`src/rtl/write_queue_pkg.sv`:
```
// Shared constants and drain FSM state type for the write queue
// that sits in front of the memory writer stage.
package write_queue_pkg;

    localparam int unsigned WQ_DATA_WIDTH    = 32;
    localparam int unsigned WQ_ADDR_BITS     = 3;
    localparam int unsigned WQ_SETTLE_CYCLES = 1;

    typedef enum logic [1:0] {
        ST_IDLE   = 2'd0,
        ST_SETTLE = 2'd1,
        ST_WAIT   = 2'd2
    } drain_state_e;

endpackage

```
`src/rtl/write_queue_if.sv`:
```
// Core-side push handshake, writer-side start/ready handshake and queue status.
interface write_queue_if
    import write_queue_pkg::*;
#(
    parameter int unsigned DATA_WIDTH = WQ_DATA_WIDTH,
    parameter int unsigned ADDR_BITS  = WQ_ADDR_BITS
);
    logic                  in_valid;
    logic [DATA_WIDTH-1:0] in_data;
    logic                  in_ready;
    logic [DATA_WIDTH-1:0] out_data;
    logic                  out_start;
    logic                  out_ready;
    logic [ADDR_BITS:0]    count;
    logic                  empty;
    logic                  overflow;

    modport slave (
        input  in_valid, in_data, out_ready,
        output in_ready, out_data, out_start, count, empty, overflow
    );

    modport master (
        output in_valid, in_data, out_ready,
        input  in_ready, out_data, out_start, count, empty, overflow
    );
endinterface

```
`src/rtl/write_queue_sync_fifo.sv`:
```
// Storage FIFO for the write queue: pointers wrap naturally, full/empty come
// from the occupancy count, overflow is sticky until reset.
module sync_fifo #(
    parameter int unsigned DATA_WIDTH = 32,
    parameter int unsigned ADDR_BITS  = 3
) (
    input  logic                  clk,
    input  logic                  reset,
    input  logic                  i_push_valid,
    input  logic [DATA_WIDTH-1:0] i_push_data,
    input  logic                  i_pop,
    output logic [DATA_WIDTH-1:0] o_rd_data,
    output logic                  o_full,
    output logic                  o_empty,
    output logic [ADDR_BITS:0]    o_count,
    output logic                  o_overflow
);
    localparam int unsigned DEPTH = 1 << ADDR_BITS;
    localparam logic [ADDR_BITS:0] CNT_ONE = (ADDR_BITS+1)'(1);

    logic [DATA_WIDTH-1:0] r_mem [DEPTH];
    logic [ADDR_BITS-1:0]  r_wr_ptr;
    logic [ADDR_BITS-1:0]  r_rd_ptr;
    logic [ADDR_BITS:0]    r_count;
    logic                  r_overflow;
    logic                  w_full;
    logic                  w_empty;
    logic                  w_push;
    logic                  w_pop;

    // count never exceeds DEPTH, so its MSB alone marks full
    assign w_full  = r_count[ADDR_BITS];
    assign w_empty = (r_count == '0);
    assign w_push  = i_push_valid && !w_full;
    assign w_pop   = i_pop && !w_empty;

    always_ff @(posedge clk) begin
        if (w_push) begin
            r_mem[r_wr_ptr] <= i_push_data;
        end
    end

    always_ff @(posedge clk or negedge reset) begin
        if (!reset) begin
            r_wr_ptr   <= '0;
            r_rd_ptr   <= '0;
            r_count    <= '0;
            r_overflow <= 1'b0;
        end else begin
            if (w_push) begin
                r_wr_ptr <= r_wr_ptr + 1'b1;
            end
            if (w_pop) begin
                r_rd_ptr <= r_rd_ptr + 1'b1;
            end
            unique case ({w_push, w_pop})
                2'b10:   r_count <= r_count + CNT_ONE;
                2'b01:   r_count <= r_count - CNT_ONE;
                default: r_count <= r_count;
            endcase
            if (i_push_valid && w_full) begin
                r_overflow <= 1'b1;
            end
        end
    end

    assign o_rd_data  = r_mem[r_rd_ptr];
    assign o_full     = w_full;
    assign o_empty    = w_empty;
    assign o_count    = r_count;
    assign o_overflow = r_overflow;
endmodule

```
`src/rtl/write_queue.sv`:
```
// Result write queue: buffers core words and drains them one at a time to
// the multi-cycle memory writer using its start/ready handshake.
module write_queue
    import write_queue_pkg::*;
#(
    parameter int unsigned DATA_WIDTH    = WQ_DATA_WIDTH,
    parameter int unsigned ADDR_BITS     = WQ_ADDR_BITS,
    parameter int unsigned SETTLE_CYCLES = WQ_SETTLE_CYCLES
) (
    input  logic          clk,
    input  logic          reset,
    write_queue_if.slave  bus
);
    localparam int unsigned SW = (SETTLE_CYCLES > 1) ? $clog2(SETTLE_CYCLES) : 1;

    drain_state_e          r_state;
    drain_state_e          w_state_nxt;
    logic [SW-1:0]         r_settle;
    logic [SW-1:0]         w_settle_nxt;
    logic [DATA_WIDTH-1:0] r_out_data;
    logic [DATA_WIDTH-1:0] w_out_data_nxt;
    logic                  r_out_start;
    logic                  w_out_start_nxt;
    logic [DATA_WIDTH-1:0] w_rd_data;
    logic                  w_full;
    logic                  w_empty;
    logic                  w_pop;

    sync_fifo #(
        .DATA_WIDTH (DATA_WIDTH),
        .ADDR_BITS  (ADDR_BITS)
    ) u_fifo (
        .clk          (clk),
        .reset        (reset),
        .i_push_valid (bus.in_valid),
        .i_push_data  (bus.in_data),
        .i_pop        (w_pop),
        .o_rd_data    (w_rd_data),
        .o_full       (w_full),
        .o_empty      (w_empty),
        .o_count      (bus.count),
        .o_overflow   (bus.overflow)
    );

    assign w_pop = (r_state == ST_IDLE) && !w_empty && bus.out_ready;

    always_ff @(posedge clk or negedge reset) begin
        if (!reset) begin
            r_state     <= ST_IDLE;
            r_settle    <= '0;
            r_out_data  <= '0;
            r_out_start <= 1'b0;
        end else begin
            r_state     <= w_state_nxt;
            r_settle    <= w_settle_nxt;
            r_out_data  <= w_out_data_nxt;
            r_out_start <= w_out_start_nxt;
        end
    end

    always_comb begin
        w_state_nxt = r_state;
        unique case (r_state)
            ST_IDLE:   if (w_pop) w_state_nxt = ST_SETTLE;
            ST_SETTLE: if (r_settle == '0) w_state_nxt = ST_WAIT;
            ST_WAIT:   if (bus.out_ready) w_state_nxt = ST_IDLE;
            default:   w_state_nxt = ST_IDLE;
        endcase
    end

    // writer ready is ignored while the settle counter runs down
    always_comb begin
        w_out_start_nxt = w_pop;
        w_out_data_nxt  = w_pop ? w_rd_data : r_out_data;
        w_settle_nxt    = r_settle;
        if (w_pop) begin
            w_settle_nxt = SW'(SETTLE_CYCLES - 1);
        end else if (r_state == ST_SETTLE && r_settle != '0) begin
            w_settle_nxt = r_settle - 1'b1;
        end
    end

    assign bus.in_ready  = !w_full;
    assign bus.empty     = w_empty;
    assign bus.out_data  = r_out_data;
    assign bus.out_start = r_out_start;
endmodule
```
`src/flat_wrapper.sv`:
```
// flat-port wrapper written by rule: the top's interface ports become plain ports
module write_queue_flat import write_queue_pkg::*;
#(
    parameter int unsigned DATA_WIDTH    = WQ_DATA_WIDTH,
    parameter int unsigned ADDR_BITS     = WQ_ADDR_BITS,
    parameter int unsigned SETTLE_CYCLES = WQ_SETTLE_CYCLES
)
  (clk, reset, bus_in_valid, bus_in_data, bus_out_ready, bus_in_ready, bus_out_data, bus_out_start, bus_count, bus_empty, bus_overflow);
  write_queue_if #(.DATA_WIDTH(DATA_WIDTH), .ADDR_BITS(ADDR_BITS)) bus_i ();
  input  logic clk;
  input  logic reset;
  input wire logic [$bits(bus_i.in_valid)-1:0] bus_in_valid;
  input wire logic [$bits(bus_i.in_data)-1:0] bus_in_data;
  input wire logic [$bits(bus_i.out_ready)-1:0] bus_out_ready;
  output wire logic [$bits(bus_i.in_ready)-1:0] bus_in_ready;
  output wire logic [$bits(bus_i.out_data)-1:0] bus_out_data;
  output wire logic [$bits(bus_i.out_start)-1:0] bus_out_start;
  output wire logic [$bits(bus_i.count)-1:0] bus_count;
  output wire logic [$bits(bus_i.empty)-1:0] bus_empty;
  output wire logic [$bits(bus_i.overflow)-1:0] bus_overflow;
  assign bus_i.in_valid = bus_in_valid;
  assign bus_i.in_data = bus_in_data;
  assign bus_i.out_ready = bus_out_ready;
  assign bus_in_ready = bus_i.in_ready;
  assign bus_out_data = bus_i.out_data;
  assign bus_out_start = bus_i.out_start;
  assign bus_count = bus_i.count;
  assign bus_empty = bus_i.empty;
  assign bus_overflow = bus_i.overflow;
  write_queue #(.DATA_WIDTH(DATA_WIDTH), .ADDR_BITS(ADDR_BITS), .SETTLE_CYCLES(SETTLE_CYCLES)) u_core (.clk(clk), .reset(reset), .bus(bus_i));
endmodule
```
`config.mk`:
```
export PLATFORM = sky130hd
export DESIGN_NAME = write_queue_flat
export DESIGN_NICKNAME = d
export VERILOG_FILES = /design/src/rtl/write_queue_pkg.sv /design/src/rtl/write_queue_if.sv /design/src/rtl/write_queue_sync_fifo.sv /design/src/rtl/write_queue.sv /design/src/flat_wrapper.sv
export SDC_FILE = /design/constraint.sdc
export NUM_CORES = 1
export LEC_CHECK = 0
export CORE_AREA = 2 2 138 140
export DETAILED_ROUTE_END_ITERATION = 10
export DIE_AREA = 0 0 140 142
export GPL_TIMING_DRIVEN = 0
export PLACE_DENSITY = 0.89
export SLEW_MARGIN = 25
export SYNTH_ARGS = -nofsm -noshare
export SYNTH_HDL_FRONTEND = slang
export SYNTH_SLANG_ARGS = --single-unit
```
`constraint.sdc`:
```
create_clock -name clk -period 10.6 [get_ports clk]
set_input_delay 2.65 -clock clk [delete_from_list [all_inputs] [get_ports clk]]
set_output_delay 2.65 -clock clk [all_outputs]
set_load 0.01 [all_outputs]
```
==> parameters.txt, run 1 <==
Parameter                              Value

Global route
  First-pass GRT wire length ... 39000 µm
  Gr ovfl total ... 0
  Number of global-route vias before repair ... 6443
  Antenna violations before repair ... 1
  GRT Util Overall ... 27.3%
  Largest net degree at the start of global routing ... 28

Timing
  Post-layout min period ... 5070 ps
  Setup violators final ... 0
  Layout Skew ... 14.3 ps
  Tightest Pin Transition ... 819 ps
  Achievable clock frequency ... 197 MHz
  Setup TNS ... 0 ps
  Hold Vio Cnt, Final ... 0
  Number of max-slew violations in the final report ... 0
  Final hold slack ... 469 ps
  RSZ-0062 raised after global routing ... no
  Worst slew margin ... 45.3%
  Tcrit/Tclk final ... 47.8%

Logic synthesis
  Mean instance size in the synthesized netlist ... 20.9 µm²
  Post-synthesis instance area ... 11500 µm²
  Cell variety after synth ... 31
  Net count after synthesis ... 589
  Count of mapped cells out of synthesis ... 548
  Flip-flop and latch count after synthesis ... 303
  Yosys warning total ... 0
  Sequential share of the synthesized area ... 77.4%

Clock tree
  Worst-Skew Late Latency ... 550 ps
  Depth of the CTS H-tree ... 1
  Total clock buffers created by CTS ... 29
  CTS clock-pin slew for the worst setup and hold paths ... 60 ps
  CTS sink count ... 303
  Max clock buf depth ... 3
  Cts-stage hold buffer count ... 0
  Clock root buffer ... sky130_fd_sc_hd__clkbuf_16
  Post-cts gate resize count ... 0
  Number of buffers added for setup after CTS ... 0
  Clock tree from TritonCTS ... yes

Worst setup path
  Worst R2R Setup Slack ... 7510 ps
  Kind of end point of the critical path ... flip-flop
  Worst Setup Start Kind ... primary input
  Worst path arrival time ... 5480 ps
  Largest driver fanout on the critical path ... 10
  Critical path start-end classification ... primary input to flip-flop
  Worst path required time ... 11010 ps
  Reg2Reg Capture Point ... u_core.u_fifo.o_count[2]$_DFFE_PN0P_
  Register-to-Register Path Depth ... 15
  Startpoint of the lowest-slack register-to-register path ... u_core.u_fifo.o_count[1]$_DFFE_PN0P_

Final layout
  Final Net Count ... 710
  Final Util ... 74.8%
  Fill cell total of the finished layout ... 960
  Commonest non-fill, non-tap cell in the layout ... sky130_fd_sc_hd__edfxtp_1
  Area Overhead vs Synth ... 20.5%
  Post-layout instance area ... 13800 µm²
  Most used cells in the layout excluding fill and tap cells ... sky130_fd_sc_hd__edfxtp_1, sky130_fd_sc_hd__clkdlybuf4s50_1, sky130_fd_sc_hd__mux4_2, sky130_fd_sc_hd__dfrtp_1, sky130_fd_sc_hd__nand2_1
  Fraction of layout instances using a drive strength above 1 ... 23.0%
  Final antenna diode count ... 0

Floorplan
  Area of the die ... 19900 µm²
  FP Rows ... 50
  Total I/O pin count ... 76
  Floorplan die width ... 140 µm
  Die Y ... 142 µm
  Effective utilization at floorplan ... 62.1%
  Placeable core region ... 18500 µm²

Detailed routing
  Wire length after detailed routing ... 26200 µm
  Vias per cell ... 6.41
  Post-detailed-route wirelength per cell ... 28.2 µm
  Total via count after detailed routing ... 5933
  Detailed Routing Iterations Pass 1 ... 8
  Initial DRC count ... 581
  Final ANT Viol Nets ... 0
  Total DRC errors in the routed layout ... 5

Placement
  HPWL after detailed placement ... 15600 µm
  Final weighted congestion in routability-driven placement ... 0.745
  Cell Area, Placed ... 12800 µm²
  Total of buffers placed on input and output ports ... 75

Worst hold path
  Hold EP ... u_core.u_fifo.o_overflow$_DFFE_PN0P_
  Hold depth ... 1
  Hold Crit Class ... flip-flop to flip-flop
  HP Start ... u_core.u_fifo.o_overflow$_DFFE_PN0P_

Pwr
  Total Power Consumption ... 3830 µW
  Power per unit of standard cell area ... 277 nW/µm²
  Static leakage ... 0.00475 µW
  Highest ir drop seen on vdd ... 0.184 mV

Flow run
  Count of maximum capacitance violations ... 0

Outcome
  Violations in the final reports ... DRC
  Result of the run ... complete, but fails checks
cell families (layout without fill, tap and decap cells):
family                   after synthesis  count (layout)  share of synthesized area, %
flip-flops                           303             303                          77.4
multiplexers                          98              98                          15.6
AND/OR/NAND/NOR                       60              60                          2.36
AO/OA/AOI/OAI                         38              38                          1.73
buffers and inverters                 34             178                          1.63
XOR/XNOR                              10              10                         0.765
adder cells (fa/ha/maj)                5               5                         0.546
power by group:
group / internal, µW / total (µW) / switching, µW / leakage [µW]
Sequential: 1490 / 1580 / 95.2 / 0.00289
Combinational: 552 / 1160 / 612 / 0.00138
Clock: 640 / 1080 / 441 / 0.000486
Total: 2680 / 3830 / 1150 / 0.00475
critical path, stage by stage:
cell and delay (ps):
sky130_fd_sc_hd__clkdlybuf4s50_1 480, sky130_fd_sc_hd__or4b_1 440, sky130_fd_sc_hd__buf_2 180, sky130_fd_sc_hd__buf_6 170
sky130_fd_sc_hd__buf_6 160, sky130_fd_sc_hd__inv_1 80, sky130_fd_sc_hd__ha_1 140, sky130_fd_sc_hd__clkbuf_1 270
sky130_fd_sc_hd__xor2_1 120, sky130_fd_sc_hd__ha_1 200, sky130_fd_sc_hd__a21oi_1 190, sky130_fd_sc_hd__xor2_1 190
sky130_fd_sc_hd__nor2_1 70, sky130_fd_sc_hd__xor2_1 140
state kept, by name (all words and copies together) (netlist names):
signal,flops
u_core.u_fifo.o_overflow,1
u_core.r_state,2
u_core.u_fifo.r_wr_ptr,3
u_core.bus.out_start,1
u_core.bus.out_data,32
u_core.u_fifo.r_mem,256
u_core.u_fifo.r_rd_ptr,3
u_core.u_fifo.o_count,4
u_core.r_settle,1
routing by layer:
layer,global-route usage [%],share of wire [%],vias to the layer above
li1,-,-,2444
met1,34.7,36,3057
met2,47.4,52,358
met3,5.35,9.2,72
met4,10.5,3.1,2
met5,0,0.050,-
cell type report:
type                       count  area (µm²)  share of cell area (%)
clock inverter                19         234                    1.70
multi-input combinational    211        2460                    17.8
sequential                   303        8860                    64.2
inverter                       5        18.8                   0.136
buffer                        29         168                    1.21
clock buffer                  35         768                    5.57
tap                          234         293                    2.12
timing repair buffer          90        1000                    7.25
metrics by stage:
stage | setup WS [ps] | instances
2_1_floorplan | 4800 | 548
3_3_place_gp | 2260 | 857
3_5_place_dp | 5060 | 872
4_1_cts | 5590 | 926
5_1_grt | 5410 | 926
6_report | 5530 | 926
cell usage after synthesis (all sizes together):
| cell | count | share of area (%) |
|---|---|---|
| inv | 5 | 0.16 |
| nor2 | 7 | 0.23 |
| a21oi | 1 | 0.044 |
| a22oi | 1 | 0.066 |
| or4b | 1 | 0.087 |
| o22ai | 1 | 0.055 |
| ha | 5 | 0.55 |
| nand4b | 1 | 0.076 |
| mux2i | 32 | 2.8 |
| clkbuf | 8 | 0.28 |
| nor3 | 3 | 0.13 |
| nor4 | 1 | 0.11 |
| xor2 | 5 | 0.38 |
| nor2b | 1 | 0.055 |
| nand2b | 5 | 0.27 |
| xnor2 | 5 | 0.38 |
| mux4 | 64 | 13 |
| nand3b | 1 | 0.066 |
| buf | 21 | 1.2 |
| and3 | 1 | 0.055 |
| dfrtp | 47 | 10 |
| o21ai | 33 | 1.4 |
| a31oi | 1 | 0.055 |
| nand2 | 39 | 1.3 |
| edfxtp | 256 | 67 |
| mux2 | 2 | 0.20 |
| a21o | 1 | 0.066 |
worst max-delay path by stage:
stage,from,end,slack (ps)
4_1_cts,bus_out_ready,u_core.u_fifo.o_count[2]$_DFFE_PN0P_,5590
2_1_floorplan,bus_in_valid,u_core.u_fifo.r_mem[0][0]$_DFFE_PP_,4800
3_3_place_gp,bus_in_valid,u_core.u_fifo.r_mem[0][12]$_DFFE_PP_,2260
6_report,bus_out_ready,u_core.u_fifo.o_count[2]$_DFFE_PN0P_,5530
5_1_grt,bus_out_ready,u_core.u_fifo.o_count[2]$_DFFE_PN0P_,5410
3_5_place_dp,bus_out_ready,u_core.u_fifo.o_count[2]$_DFFE_PN0P_,5060
No activity file was read; power rests on OpenSTA's default activity.
==> run 2, diff against run 1 <==
CORE_AREA = 2 2 144 146   (was 2 2 138 140)
DIE_AREA = 0 0 146 148   (was 0 0 140 142)
PLACE_DENSITY = 0.83   (was 0.89)
clock period = 4.8 ns   (was 10.6 ns; I/O delays follow)
==> run 2 against run 1 <==
Net effect:
- the run now ends clean
- clock skew is 7.4 ps higher
- cell count is 4.5% higher
- hold slack better by 5.0 ps
==> parameters.txt, run 2 (synthesis gave the netlist of run 1 again) <==
Parameter                              Value

Outcome
  Result of the run ... complete, no violations

Global route
  GRT Util Overall ... 24.2% (-3.0 points)
  Met2 capacity usage during global routing ... 41.8% (-5.7 points)
  Gr ovfl total ... 0 (unchanged)
  Number of global-route vias before repair ... 6067 (-5.8%)
  Antenna violations before repair ... 1 (unchanged)
  GR Util met3 ... 4.75% (-0.60 points)
  First-pass GRT wire length ... 38100 µm (-2.3%)
  Largest net degree at the start of global routing ... 48 (+71%)
  Most Crowded Layer GR ... met2
  GR Layer Usage met1 ... 31.6% (-3.2 points)

Timing
  Achievable clock frequency ... 277 MHz
  Setup violators final ... 0 (unchanged)
  RSZ-0062 raised after global routing ... no
  Post-layout min period ... 3620 ps
  Layout Skew ... 21.7 ps (+7.37 ps)
  Setup TNS ... 0 ps (unchanged)
  Worst slew margin ... 48.9% (+3.6 points)
  Tcrit/Tclk final ... 75.3%
  Number of max-slew violations in the final report ... 0 (unchanged)
  Tightest Pin Transition ... 767 ps (-52.4 ps)
  Hold Vio Cnt, Final ... 0 (unchanged)

Final layout
  Most flop-heavy register ... u_core.u_fifo.r_mem
  Total area of multi-input combinational cells ... 2460 µm² (unchanged)
  Sequential standard cell area ... 8860 µm² (unchanged)
  Largest register FFs ... 256 (unchanged)
  Post-route non-filler standard cell count ... 968 (+4.5%)
  Commonest non-fill, non-tap cell in the layout ... sky130_fd_sc_hd__edfxtp_1
  Fraction of layout instances using a drive strength above 1 ... 23.1% (+0.16 points)
  Area Overhead vs Synth ... 20.4%
  Most used cells in the layout excluding fill and tap cells ... sky130_fd_sc_hd__edfxtp_1, sky130_fd_sc_hd__clkdlybuf4s50_1, sky130_fd_sc_hd__mux4_2, sky130_fd_sc_hd__dfrtp_1, sky130_fd_sc_hd__nand2_1
  Fill cell total of the finished layout ... 1216 (+27%)
  Final Net Count ... 714 (+0.56%)

Placement
  Placed Cells incl. Taps ... 911 (+4.5%)
  Total of buffers placed on input and output ports ... 75 (unchanged)
  HPWL after detailed placement ... 15300 µm (-1.5%)
  Final weighted congestion in routability-driven placement ... 0.721 (-3.1%)

Pwr
  Static leakage ... 0.00473 µW (-0.57%)
  Reg power frac ... 42.6% (+1.2 points)
  Combinational share of power ... 31.3% (+0.9 points)
  Sw Pwr ... 2500 µW (+120%)
  Total Power Consumption ... 8220 µW (+110%)
  Switching portion of total power ... 30.4% (+0.43 points)
  Clock network power share ... 26.2% (-2.0 points)
  Highest ir drop seen on vdd ... 0.377 mV (+110%)
  Power per unit of standard cell area ... 596 nW/µm² (+110%)
  Internal power contribution ... 5720 µW (+110%)

Worst setup path
  Worst path arrival time ... 4080 ps (-1400 ps)
  Reg2Reg Capture Point ... u_core.u_fifo.o_count[2]$_DFFE_PN0P_
  Largest driver fanout on the critical path ... 10 (unchanged)
  Kind of end point of the critical path ... flip-flop
  Startpoint of the lowest-slack register-to-register path ... u_core.u_fifo.o_count[1]$_DFFE_PN0P_
  Critical path start-end classification ... primary input to flip-flop
  Endpoint of the worst setup timing path ... u_core.u_fifo.o_count[2]$_DFFE_PN0P_
  Worst path required time ... 5270 ps (-5740 ps)
  Register-to-Register Path Depth ... 15 (unchanged)
  Worst R2R Setup Slack ... 1710 ps (-5800 ps)
  Crit path from ... bus_out_ready
  Worst Setup Start Kind ... primary input

Clock tree
  Worst-Skew Late Latency ... 560 ps (about the same)
  Depth of the CTS H-tree ... 1 (unchanged)
  Post-cts gate resize count ... 0 (unchanged)
  CTS sink count ... 303 (unchanged)
  Clock tree from TritonCTS ... yes
  Max clock buf depth ... 3 (unchanged)
  Cts-stage hold buffer count ... 0 (unchanged)
  Number of buffers added for setup after CTS ... 0 (unchanged)
  CTS clock-pin slew for the worst setup and hold paths ... 60 ps (about the same)
  Clock root buffer ... sky130_fd_sc_hd__clkbuf_16
  Total clock buffers created by CTS ... 30 (+3.4%)

Detailed routing
  Vias per cell ... 6.07 (-5.3%)
  Detailed Routing Iterations Pass 1 ... 5 (-3)
  Final ANT Viol Nets ... 0 (unchanged)
  Wire length after detailed routing ... 25500 µm (-2.6%)
  Initial DRC count ... 569 (-2.1%)
  Total via count after detailed routing ... 5872 (-1.0%)
  Post-detailed-route wirelength per cell ... 26.3 µm (-6.8%)
  Total DRC errors in the routed layout ... 0 (-5)

Flow run
  Count of maximum capacitance violations ... 0 (unchanged)

Worst hold path
  Hold Crit Class ... flip-flop to flip-flop

Floorplan
  Placeable core region ... 20000 µm² (+8.6%)
  FP Rows ... 52 (+4.0%)
  Area of the die ... 21600 µm² (+8.7%)
  Total I/O pin count ... 76 (unchanged)
  Floorplan die width ... 146 µm (+4.3%)
  Effective utilization at floorplan ... 57.1% (-4.9 points)
  Die Y ... 148 µm (+4.2%)
==> run 2: layout make-up <==
type                    instances  area share [%]
flip-flops and latches        303            64.3
clock buffers                  40            5.94
inverters                       5           0.136
plain buffers                  29            1.22
repair buffers                 93            7.39
multi-input cells             211            17.8
well taps                     270            2.45
clock inverters                15           0.699
diodes                          2          0.0363
==> run 2: worst max-delay path: stages <==
cell                              delay (ps)
sky130_fd_sc_hd__clkdlybuf4s50_1         500
sky130_fd_sc_hd__or4b_1                  450
sky130_fd_sc_hd__buf_2                   180
sky130_fd_sc_hd__buf_6                   160
sky130_fd_sc_hd__buf_6                   160
sky130_fd_sc_hd__inv_1                    70
sky130_fd_sc_hd__ha_1                    130
sky130_fd_sc_hd__clkbuf_1                250
sky130_fd_sc_hd__xor2_1                  250
sky130_fd_sc_hd__ha_1                    220
sky130_fd_sc_hd__a21oi_1                  60
sky130_fd_sc_hd__xor2_1                  150
sky130_fd_sc_hd__nor2_1                  130
sky130_fd_sc_hd__xor2_1                  150
==> run 2: power groups by stage <==
stage                     Clock, µW  Combinational, µW  Sequential, µW
after global placement            0               2320            3520
after CTS                      2180               2580            3500
after global routing           2270               2740            3530
after floorplan                   0               1470            3550
after detailed placement          0               2520            3540
final                          2150               2570            3500
==> run 2: layer usage <==
layer	vias up	wire length (µm)
met5	-	0
met4	0	842
met2	304	13100
li1	2454	-
met3	64	1840
met1	3050	9680
==> run 2: worst min-delay path by stage <==
| stage | startpoint | slack [ps] | endpoint | cells past startpoint |
|---|---|---|---|---|
| after global routing | u_core.r_state[0]$_DFFE_PN0P_ | 490 | u_core.r_state[1]$_DFFE_PN0P_ | 1 |
| after CTS | u_core.r_state[0]$_DFFE_PN0P_ | 480 | u_core.r_state[1]$_DFFE_PN0P_ | 1 |
| after global placement | u_core.u_fifo.o_overflow$_DFFE_PN0P_ | 440 | u_core.u_fifo.o_overflow$_DFFE_PN0P_ | 1 |
| final | u_core.u_fifo.o_overflow$_DFFE_PN0P_ | 470 | u_core.u_fifo.o_overflow$_DFFE_PN0P_ | 1 |
| after detailed placement | u_core.r_state[0]$_DFFE_PN0P_ | 470 | u_core.r_state[1]$_DFFE_PN0P_ | 1 |
| after floorplan | u_core.r_state[0]$_DFFE_PN0P_ | 440 | u_core.r_state[1]$_DFFE_PN0P_ | 1 |
==> run 2: metrics by stage <==
stage | utilization [%] | hold slack (ps) | cell area (µm²) | setup WS (ps)
5_1_grt | 68.8 | 493 | 13800 | 988
3_3_place_gp | 62.6 | 440 | 12500 | -2330
3_5_place_dp | 64.2 | 472 | 12900 | 686
6_report | 68.8 | 474 | 13800 | 1180
4_1_cts | 68.8 | 480 | 13800 | 1240
2_1_floorplan | - | 438 | 11500 | 449
